$ cat config.mk
export PLATFORM = sky130hd
export DESIGN_NAME = ifft_frame_streamer_flat
export DESIGN_NICKNAME = d
export VERILOG_FILES = /design/src/rtl/ifft_frame_streamer_pkg.sv /design/src/rtl/ifft_frame_streamer_if.sv /design/src/rtl/ifft_frame_streamer_skid_fifo.sv /design/src/rtl/ifft_frame_streamer.sv /design/src/flat_wrapper.sv
export SDC_FILE = /design/constraint.sdc
export NUM_CORES = 1
export LEC_CHECK = 0
export ABC_AREA = 1
export BUFFER_PORTS_ARGS = -buffer_cell sky130_fd_sc_hd__buf_2
export CAP_MARGIN = 20
export CORE_ASPECT_RATIO = 1.2
export CORE_MARGIN = 2
export CORE_UTILIZATION = 48
export DETAILED_ROUTE_END_ITERATION = 8
export PLACE_DENSITY_LB_ADDON = 0.05
export REMOVE_ABC_BUFFERS = 1
export SETUP_SLACK_MARGIN = 0.2
export SLEW_MARGIN = 20
export SYNTH_ARGS = -nofsm -noshare
export SYNTH_HDL_FRONTEND = slang
export SYNTH_SLANG_ARGS = --single-unit
$ cat constraint.sdc
create_clock -name clk -period 9.2 [get_ports clk]
set_input_delay 0.46 -clock clk [delete_from_list [all_inputs] [get_ports clk]]
set_output_delay 0.46 -clock clk [all_outputs]
set_load 0.02 [all_outputs]
$ cat src/rtl/ifft_frame_streamer_pkg.sv
// ifft_frame_streamer_pkg: FSM state type and default frame geometry shared by the streamer.
package ifft_frame_streamer_pkg;
  typedef enum logic [2:0] {IDLE, CONFIG, STREAM, DRAIN, DONE} state_e;
  localparam int FRAME_LEN_DEF = 1024;
  localparam int ADDR_STEP_DEF = 4;
endpackage

$ cat src/rtl/ifft_frame_streamer_if.sv
// ifft_frame_streamer_if: BRAM read port plus the config and data AXI-Stream channels.
interface ifft_frame_streamer_if #(
  parameter int NCH = 4,
  parameter int DATA_W = 32,
  parameter int ADDR_W = 32,
  parameter int CFG_W = 16
);
  logic [ADDR_W-1:0] bram_addr;
  logic bram_en;
  logic [NCH*DATA_W-1:0] bram_dout;
  logic [CFG_W-1:0] m_cfg_tdata;
  logic m_cfg_tvalid, m_cfg_tready;
  logic [NCH*DATA_W-1:0] m_dat_tdata;
  logic m_dat_tvalid, m_dat_tlast, m_dat_tready;
  modport master (
    output bram_addr, bram_en, m_cfg_tdata, m_cfg_tvalid, m_dat_tdata, m_dat_tvalid, m_dat_tlast,
    input bram_dout, m_cfg_tready, m_dat_tready
  );
  modport slave (
    input bram_addr, bram_en, m_cfg_tdata, m_cfg_tvalid, m_dat_tdata, m_dat_tvalid, m_dat_tlast,
    output bram_dout, m_cfg_tready, m_dat_tready
  );
endinterface

$ cat src/rtl/ifft_frame_streamer_skid_fifo.sv
// stream_skid_fifo: 2-entry FIFO whose head entry drives the stream output directly.
module stream_skid_fifo #(
  parameter int W = 8
) (
  input logic clk,
  input logic resetn,
  input logic push_i,
  input logic [W-1:0] data_i,
  output logic [W-1:0] data_o,
  output logic valid_o,
  input logic ready_i,
  output logic [1:0] count_o
);
  logic [W-1:0] mem_q [2];
  logic wr_q, rd_q, pop;
  logic [1:0] cnt_q;
  assign valid_o = cnt_q != 2'd0;
  assign pop = valid_o & ready_i;
  assign data_o = mem_q[rd_q];
  assign count_o = cnt_q;
  always_ff @(posedge clk) begin
    if (!resetn) begin
      mem_q[0] <= '0;
      mem_q[1] <= '0;
      wr_q <= 1'b0;
      rd_q <= 1'b0;
      cnt_q <= 2'd0;
    end else begin
      if (push_i) begin
        mem_q[wr_q] <= data_i;
        wr_q <= ~wr_q;
      end
      if (pop) rd_q <= ~rd_q;
      cnt_q <= cnt_q + 2'(push_i) - 2'(pop);
    end
  end
endmodule

$ cat src/rtl/ifft_frame_streamer.sv
// ifft_frame_streamer: sends one config word per run, then streams FRAME_LEN-sample frames
// from BRAM to NCH lockstep IFFT channels until the frame count or a stop request ends the run.
module ifft_frame_streamer
  import ifft_frame_streamer_pkg::*;
#(
  parameter int NCH = 4,
  parameter int DATA_W = 32,
  parameter int FRAME_LEN = FRAME_LEN_DEF,
  parameter int ADDR_W = 32,
  parameter int ADDR_STEP = ADDR_STEP_DEF,
  parameter int CFG_W = 16
) (
  input logic clk,
  input logic resetn,
  input logic start,
  input logic stop,
  input logic continuous,
  input logic [15:0] num_frames,
  input logic [CFG_W-1:0] cfg_word,
  ifft_frame_streamer_if.master bus,
  output logic busy,
  output logic done,
  output logic [15:0] frame_cnt
);
  localparam int IDX_W = $clog2(FRAME_LEN);
  localparam int DW = NCH * DATA_W;
  state_e state_q;
  logic [IDX_W-1:0] idx_q;
  logic [15:0] nfr_q, issued_q, frame_cnt_q;
  logic [CFG_W-1:0] cfg_q;
  logic cont_q, stop_q, infl_q, infl_last_q;
  logic [ADDR_W-1:0] addr_q, addr_d;
  logic [1:0] fifo_cnt;
  logic [DW:0] head;
  logic head_valid, pop, issue, at_last, more;
  assign pop = head_valid & bus.m_dat_tready;
  // Credits include this cycle's pop so a continuously ready sink sees no bubbles.
  assign issue = (state_q == STREAM) && (({1'b0, fifo_cnt} + {2'b0, infl_q}) < (3'd2 + {2'b0, pop}));
  assign at_last = idx_q == IDX_W'(FRAME_LEN - 1);
  assign more = !(stop_q | stop) &&
                (cont_q || (17'(issued_q) + 17'd1 < 17'(nfr_q == 16'd0 ? 16'd1 : nfr_q)));
  assign addr_d = issue ? ADDR_W'(idx_q) * ADDR_W'(ADDR_STEP) : addr_q;
  assign bus.bram_en = issue;
  assign bus.bram_addr = addr_d;
  assign bus.m_cfg_tdata = cfg_q;
  assign bus.m_cfg_tvalid = state_q == CONFIG;
  assign bus.m_dat_tvalid = head_valid;
  assign bus.m_dat_tlast = head_valid & head[DW];
  assign bus.m_dat_tdata = head[DW-1:0];
  assign busy = state_q != IDLE;
  assign done = state_q == DONE;
  assign frame_cnt = frame_cnt_q;
  stream_skid_fifo #(.W(DW + 1)) u_fifo (
    .clk(clk),
    .resetn(resetn),
    .push_i(infl_q),
    .data_i({infl_last_q, bus.bram_dout}),
    .data_o(head),
    .valid_o(head_valid),
    .ready_i(bus.m_dat_tready),
    .count_o(fifo_cnt)
  );
  always_ff @(posedge clk) begin
    if (!resetn) begin
      state_q <= IDLE;
      idx_q <= '0;
      nfr_q <= '0;
      issued_q <= '0;
      frame_cnt_q <= '0;
      cfg_q <= '0;
      cont_q <= 1'b0;
      stop_q <= 1'b0;
      infl_q <= 1'b0;
      infl_last_q <= 1'b0;
      addr_q <= '0;
    end else begin
      infl_q <= issue;
      infl_last_q <= issue & at_last;
      addr_q <= addr_d;
      stop_q <= busy & (stop_q | stop);
      if (pop && head[DW]) frame_cnt_q <= frame_cnt_q + 16'd1;
      if (issue) idx_q <= idx_q + IDX_W'(1);
      if (issue && at_last) issued_q <= issued_q + 16'd1;
      case (state_q)
        IDLE: if (start) begin
          state_q <= CONFIG;
          cfg_q <= cfg_word;
          cont_q <= continuous;
          nfr_q <= num_frames;
          frame_cnt_q <= '0;
          issued_q <= '0;
          idx_q <= '0;
        end
        CONFIG: if (bus.m_cfg_tready) state_q <= STREAM;
        STREAM: if (issue && at_last && !more) state_q <= DRAIN;
        DRAIN: if (pop && head[DW]) state_q <= DONE;
        DONE: state_q <= IDLE;
        default: state_q <= IDLE;
      endcase
    end
  end
endmodule

$ cat src/flat_wrapper.sv
// flat-port wrapper written by rule: the top's interface ports become plain ports
module ifft_frame_streamer_flat import ifft_frame_streamer_pkg::*;
#(
  parameter int NCH = 4,
  parameter int DATA_W = 32,
  parameter int FRAME_LEN = FRAME_LEN_DEF,
  parameter int ADDR_W = 32,
  parameter int ADDR_STEP = ADDR_STEP_DEF,
  parameter int CFG_W = 16
)
  (clk, resetn, start, stop, continuous, num_frames, cfg_word, busy, done, frame_cnt, bus_bram_addr, bus_bram_en, bus_m_cfg_tdata, bus_m_cfg_tvalid, bus_m_dat_tdata, bus_m_dat_tvalid, bus_m_dat_tlast, bus_bram_dout, bus_m_cfg_tready, bus_m_dat_tready);
  ifft_frame_streamer_if #(.NCH(NCH), .DATA_W(DATA_W), .ADDR_W(ADDR_W), .CFG_W(CFG_W)) bus_i ();
  input logic clk;
  input logic resetn;
  input logic start;
  input logic stop;
  input logic continuous;
  input logic [15:0] num_frames;
  input logic [CFG_W-1:0] cfg_word;
  output logic busy;
  output logic done;
  output logic [15:0] frame_cnt;
  output wire logic [$bits(bus_i.bram_addr)-1:0] bus_bram_addr;
  output wire logic [$bits(bus_i.bram_en)-1:0] bus_bram_en;
  output wire logic [$bits(bus_i.m_cfg_tdata)-1:0] bus_m_cfg_tdata;
  output wire logic [$bits(bus_i.m_cfg_tvalid)-1:0] bus_m_cfg_tvalid;
  output wire logic [$bits(bus_i.m_dat_tdata)-1:0] bus_m_dat_tdata;
  output wire logic [$bits(bus_i.m_dat_tvalid)-1:0] bus_m_dat_tvalid;
  output wire logic [$bits(bus_i.m_dat_tlast)-1:0] bus_m_dat_tlast;
  input wire logic [$bits(bus_i.bram_dout)-1:0] bus_bram_dout;
  input wire logic [$bits(bus_i.m_cfg_tready)-1:0] bus_m_cfg_tready;
  input wire logic [$bits(bus_i.m_dat_tready)-1:0] bus_m_dat_tready;
  assign bus_bram_addr = bus_i.bram_addr;
  assign bus_bram_en = bus_i.bram_en;
  assign bus_m_cfg_tdata = bus_i.m_cfg_tdata;
  assign bus_m_cfg_tvalid = bus_i.m_cfg_tvalid;
  assign bus_m_dat_tdata = bus_i.m_dat_tdata;
  assign bus_m_dat_tvalid = bus_i.m_dat_tvalid;
  assign bus_m_dat_tlast = bus_i.m_dat_tlast;
  assign bus_i.bram_dout = bus_bram_dout;
  assign bus_i.m_cfg_tready = bus_m_cfg_tready;
  assign bus_i.m_dat_tready = bus_m_dat_tready;
  ifft_frame_streamer #(.NCH(NCH), .DATA_W(DATA_W), .FRAME_LEN(FRAME_LEN), .ADDR_W(ADDR_W), .ADDR_STEP(ADDR_STEP), .CFG_W(CFG_W)) u_core (.clk(clk), .resetn(resetn), .start(start), .stop(stop), .continuous(continuous), .num_frames(num_frames), .cfg_word(cfg_word), .bus(bus_i), .busy(busy), .done(done), .frame_cnt(frame_cnt));
endmodule
After elaboration in Yosys (flattened, before gate mapping)
Memories as Yosys holds them, arrays and structs flattened. A register that Yosys moved wholly into a read port is not among the register bits. Index checks and enable logic that the tools add are counted.

Reductions and logical operators: 15. Muxes and demuxes: 25. Add/subtract/negate cells: 8. Bitwise operators: 7. Order comparisons: 2. Eq/ne operators: 9.

Operator list (number): $mux W129 (1); $reduce_or A129 Y1 (1); $mux W16 (7); $add A16 B1 Y16 const B (2); $mux W32 (1); $mux W10 (3); $add A16 B1 Y17 const B (1); $lt A17 B17 Y1 (1); $logic_not A16 Y1 (1); $mux W3 (4); $pmux W3 S4 (1); $add A10 B1 Y10 const B (1); $eq A10 B10 Y1 const B (1); $mux W1 (8); $eq A3 B2 Y1 const B (2); $logic_and A1 B1 Y1 (5); $and A1 B1 Y1 (4); $ne A2 B1 Y1 const B (2); $ne A2 B2 Y1 const B (2); $reduce_and A4 Y1 (1); $add A2 B1 Y3 (1); $add A2 B1 Y3 const A (1); $eq A3 B1 Y1 const B (1); $eq A3 B3 Y1 const B (1); 11 further kinds (13).

Memories: 1. Input bits: 167. Register bits after elaboration: 117. Bits in writable memories: 258. Logic and storage cells: 81. Output and inout port bits: 198.

Memory list: u_core.u_fifo.mem_q (words 2, bits a word 129, read ports 1, clocked after memory_dff 1, wr ports 2, RTL line ifft_frame_streamer_skid_fifo.sv:14) `logic [W-1:0] mem_q [2];`.

Depth between registers and ports, before layout
Word-level depth: 9. Mapped depth: 27. Gate-level depth less buffers: 27.

Modules after synthesis
From an unflattened synthesis, not the netlist that was laid out.

Cell total of the unflattened synthesis: 1511. Area, all modules: 16348.2 um^2.

Modules (own cells, without submodules): stream_skid_fifo (times used 1, sequential area each 7847.5 um^2, area an instance 11330.9 um^2, cells each 852); ifft_frame_streamer (times used 1, sequential area each 2262.2 um^2, area an instance 5017.3 um^2, cells each 659).

Least setup slack after synthesis
OpenSTA, ideal clock, no wires.

Kind: input-to-reg. Start: input resetn. End: memory u_core.u_fifo.mem_q[1][0] (netlist name), enable pin. Slack: 4580 ps. Arrival: 3502 ps. Buffers on the path: 3. Cell stages on the path: 5. Data required time: 8082 ps. Setup time: 1118 ps. Path through: clkbuf_1 nand3_1 clkbuf_1 clkbuf_1 nand2_1.

RTL lines: from (decl) (RTL line flat_wrapper.sv:14) `input logic resetn;`; to (decl) (RTL line ifft_frame_streamer_skid_fifo.sv:14).

==> flow_summary.rst <==
.. list-table::
   :header-rows: 1

   * - Metric
     - Value
   * - Total cell area at the placement stage
     - 0.0184 mm^2
   * - End of the worst register-to-register path
     - u_core.u_fifo.mem_q[1][82]$_SDFFCE_PN0P_
   * - Aggregate negative setup slack
     - 0 ns
   * - Top flip-flop cell by instance count after synthesis
     - edfxtp_1
   * - Warnings, synthesis
     - 0
   * - Worst hold endpoint
     - u_core.bus.m_cfg_tdata[4]$_SDFFE_PN0P_
   * - Min-Delay Path Depth
     - 3
   * - Required arrival time at the worst endpoint
     - around 8.7 ns
   * - Number of cells after detailed placement
     - 2,296
   * - Setup CP Type
     - register to primary output
   * - Post-DRT Antenna Nets
     - 0
   * - Biggest fanout along the worst timing path
     - 68
   * - Average via count per standard cell
     - 4.86
   * - CP Launch Type
     - register
   * - Die boundary width
     - 172 um
   * - Htree depth
     - 2
   * - Cell area after technology mapping
     - around 0.016 mm^2
   * - Dominant combinational cell family by area after synthesis
     - simple AND/OR/NAND/NOR gates
   * - Top cell type's share of synthesized area
     - 47.8%
   * - Flop and latch count out of synthesis
     - 376
   * - Number of DRC markers in iteration 0
     - 722
   * - Simple-gate portion of the synthesized area
     - 14.5%
   * - Hold path start
     - cfg_word[4]
   * - Post-route total power
     - 4.75 mW
   * - Routed WL
     - 38,000 um
   * - Proportion of layout cells with a drive suffix above 1
     - 31.4%
   * - HPWL Detailed
     - 24,900 um
   * - Routed via count
     - about 11,000
   * - # Post-CTS Setup Buffers
     - 0
   * - Wire length of the first global-routing pass
     - 57,300 um
   * - Post-synth EDFFs
     - about 260
   * - Average size of a mapped cell
     - 10.5 um^2
   * - Final count of pins violating max slew
     - 0
   * - Total core area
     - 0.0332 mm^2
   * - Area of all sequential standard cells
     - slightly above 0.01 mm^2
   * - Final setup viols
     - 0
   * - Area taken by multi-input logic gates
     - just under 0.005 mm^2
   * - Syn Inst Count
     - 1,544
   * - R2r worst-path depth
     - 4
   * - Fraction of the cycle the final worst path needs
     - 38.1%
   * - Proportion of synthesized chip area in sequential cells
     - between 60% and 70%
   * - Row cnt
     - 73
   * - Number of clock sinks
     - 376
   * - Worst skew pair latency
     - 0.53 ns
   * - Minimum hold slack
     - 0.201 ns
   * - Uppermost routed layer
     - met5
   * - Wire length the detailed router placed on met1
     - 15,800 um
   * - CTS tree
     - yes
   * - Vias in the first global route
     - 10,900
   * - Count of buffers inserted at the top-level ports
     - 364
   * - Worst Tran Pin Value
     - 1.05 ns
   * - Vert. Die Dim
     - between 200 and 250 um
   * - Post-Synth Adder-Cell Area
     - under 10%
   * - Number of nets in the finished design
     - about 2,100
   * - Leakage power figure
     - 9.01 nW
   * - Hold crit path type
     - primary input to register
   * - I/O pin cnt
     - approximately 370
   * - Number of design rule violations left after detail routing
     - 0
   * - Number of non-filler instances in the completed layout
     - 2,364
   * - Unrepaired setup endpoints after global routing
     - false
   * - Top post-synthesis cells by area
     - edfxtp_1, dfxtp_1, mux2_2
   * - Most area-hungry cell type in the Yosys netlist
     - edfxtp_1
   * - Worst slew margin
     - ~30%
   * - Power density over the cells
     - 243 mW/mm^2
   * - Compound-Gate Fraction of Synth Area
     - under 10%
   * - Yosys cell types
     - 36
   * - Initial standard-cell utilization of the core
     - 48.8%
   * - Gpl congestion
     - between 0.7 and 0.8
   * - Maximum ir drop on the vdd rail
     - about 0.00015 V
   * - Detailed-routed wire length on met3
     - between 2000 and 2500 um
   * - GRT Total Usage
     - 20.9%
   * - Global route total overflow
     - 0
   * - Clock root buffer
     - clkbuf_16
   * - DR WL/cell
     - between 15 and 20 um
   * - Clock slew at the register clock pins of the worst setup and hold paths
     - 0.06 ns
   * - Clk_skew
     - 0.0127 ns
   * - Ys async rst share
     - 0%
   * - Result of the run
     - complete, no violations
   * - Commonest non-fill, non-tap cells in the layout
     - buf_2, nor2_1, edfxtp_1
   * - Buffer levels on the longest clock path
     - 3
   * - Post-synthesis share of cell area spent on xor and xnor gates
     - less than 1%
   * - Layout overhead on the synthesized area
     - 20.7%
   * - Routed wire length on met2
     - 18,800 um
   * - Arrival time of data at the critical path endpoint
     - 3.05 ns
   * - Hold Vio Cnt, Final
     - 0
   * - Post-route cell area
     - slightly below 0.02 mm^2
   * - Number of antenna violations at the first check in global routing
     - 6
   * - Portion of netlist area occupied by mux cells
     - roughly 8.9%
   * - 1st-pass router iterations
     - 5
   * - Overall die area
     - 0.0353 mm^2
   * - Critical path capture point type
     - primary output
   * - Fillcell total
     - 3,025
   * - Timing-limited maximum frequency
     - between 200 and 300 MHz
   * - Leading cell type in the layout, fill and taps excluded
     - buf_2
   * - Resized cells post-CTS
     - 0
   * - Number of buffers added by the clock tree synthesis step
     - 39
   * - Worst reg2reg startpoint
     - u_core.infl_q$_SDFF_PN0_
   * - Max Cap Violations
     - 0
   * - Setup slack of the worst register-to-register path
     - ~5.9 ns
   * - Final worst path period need
     - 3.51 ns
   * - Number of buffers added to fix hold violations after cts
     - 0
   * - Pin count of the biggest net entering global routing
     - 88
[sequential cells by signal, indices dropped and copies added (netlist names), named ones only]
| register | cells |
|---|---|
| u_core.u_fifo.mem_q | 258 |
| u_core.addr_q | 32 |
| u_core.bus.m_cfg_tdata | 16 |
| u_core.frame_cnt | 16 |
| u_core.issued_q | 16 |
| u_core.nfr_q | 16 |
| u_core.idx_q | 10 |
| u_core.state_q | 3 |
| u_core.u_fifo.count_o | 2 |
| u_core.cont_q | 1 |
| u_core.infl_last_q | 1 |
| u_core.infl_q | 1 |
| u_core.stop_q | 1 |
| u_core.u_fifo.rd_q | 1 |
| u_core.u_fifo.wr_q | 1 |
[worst max-delay path by stage]
stage / start / slack, ns / end / depth (start not counted)
final: register / 5.69 / bus_m_dat_tdata[112] / 3
after global routing: resetn / 5.50 / u_core.u_fifo.mem_q[1][91]$_SDFFCE_PN0P_ / 5
after CTS: register / 5.63 / bus_m_dat_tdata[112] / 3
after detailed placement: resetn / 5.14 / u_core.u_fifo.mem_q[1][91]$_SDFFCE_PN0P_ / 5
after global placement: resetn / 5.16 / u_core.u_fifo.mem_q[1][123]$_SDFFCE_PN0P_ / 5
after floorplan: u_core.infl_q$_SDFF_PN0_ / 1.82 / u_core.u_fifo.mem_q[1][0]$_SDFFCE_PN0P_ / 2
[per-layer routing]
| metal | global-route usage, % | up-vias |
|---|---|---|
| met3 | 4.46 | 70 |
| met4 | 6.84 | 8 |
| met1 | 26.2 | 5399 |
| met2 | 35.9 | 305 |
| met5 | 0 | - |
| li1 | - | 5702 |
[where the power goes]
group / switching (mW) / internal [mW]
combinational: 0.780 / 0.446
sequential: 0.0960 / 1.97
clock: 0.623 / 0.837
total: 1.50 / 3.26
[cells in the mapped netlist, types with 22 or more instances]
cell type,count
nand2_1,104
clkbuf_1,58
inv_1,236
dfxtp_1,118
o21ai_0,47
ha_1,22
mux2_2,128
a21oi_1,69
nor3_1,36
nand3_1,30
edfxtp_1,258
nor2_1,346
[per-stage QoR]
| stage | worst slack (ns) | util, % |
|---|---|---|
| global route | 5.50 | 58.9 |
| floorplan | 1.82 | - |
| finish | 5.69 | 58.9 |
| global placement | 5.16 | 55.4 |
| CTS | 5.63 | 58.9 |
| detailed placement | 5.14 | 55.4 |
[critical path, stage by stage (launching register included)]
cell and delay (ns):
dfxtp_4 1.01, buf_4 0.83, mux2_2 0.44, buf_2 0.17
[area by class of cell]
cell class / count / area share [%]
clock inverters: 11 / 0.230
diodes: 1 / 0.0128
clock buffers: 56 / 5.69
multi-input cells: 853 / 25.2
inverters: 244 / 4.68
flip-flops and latches: 376 / 51.7
well taps: 450 / 2.88
repair buffers: 373 / 9.65
[logic make-up (layout without fill, tap and decap cells)]
logic type,after synthesis,in the layout
and+or+nand+nor,555,555
AOI/OAI and AO/OA,136,136
muxes,128,128
adders and majority gates,22,22
buffers and inverters,315,684
other,0,1
xor gates and xnor gates,12,12
DFF,376,376
(Power assumes the default switching activity.)
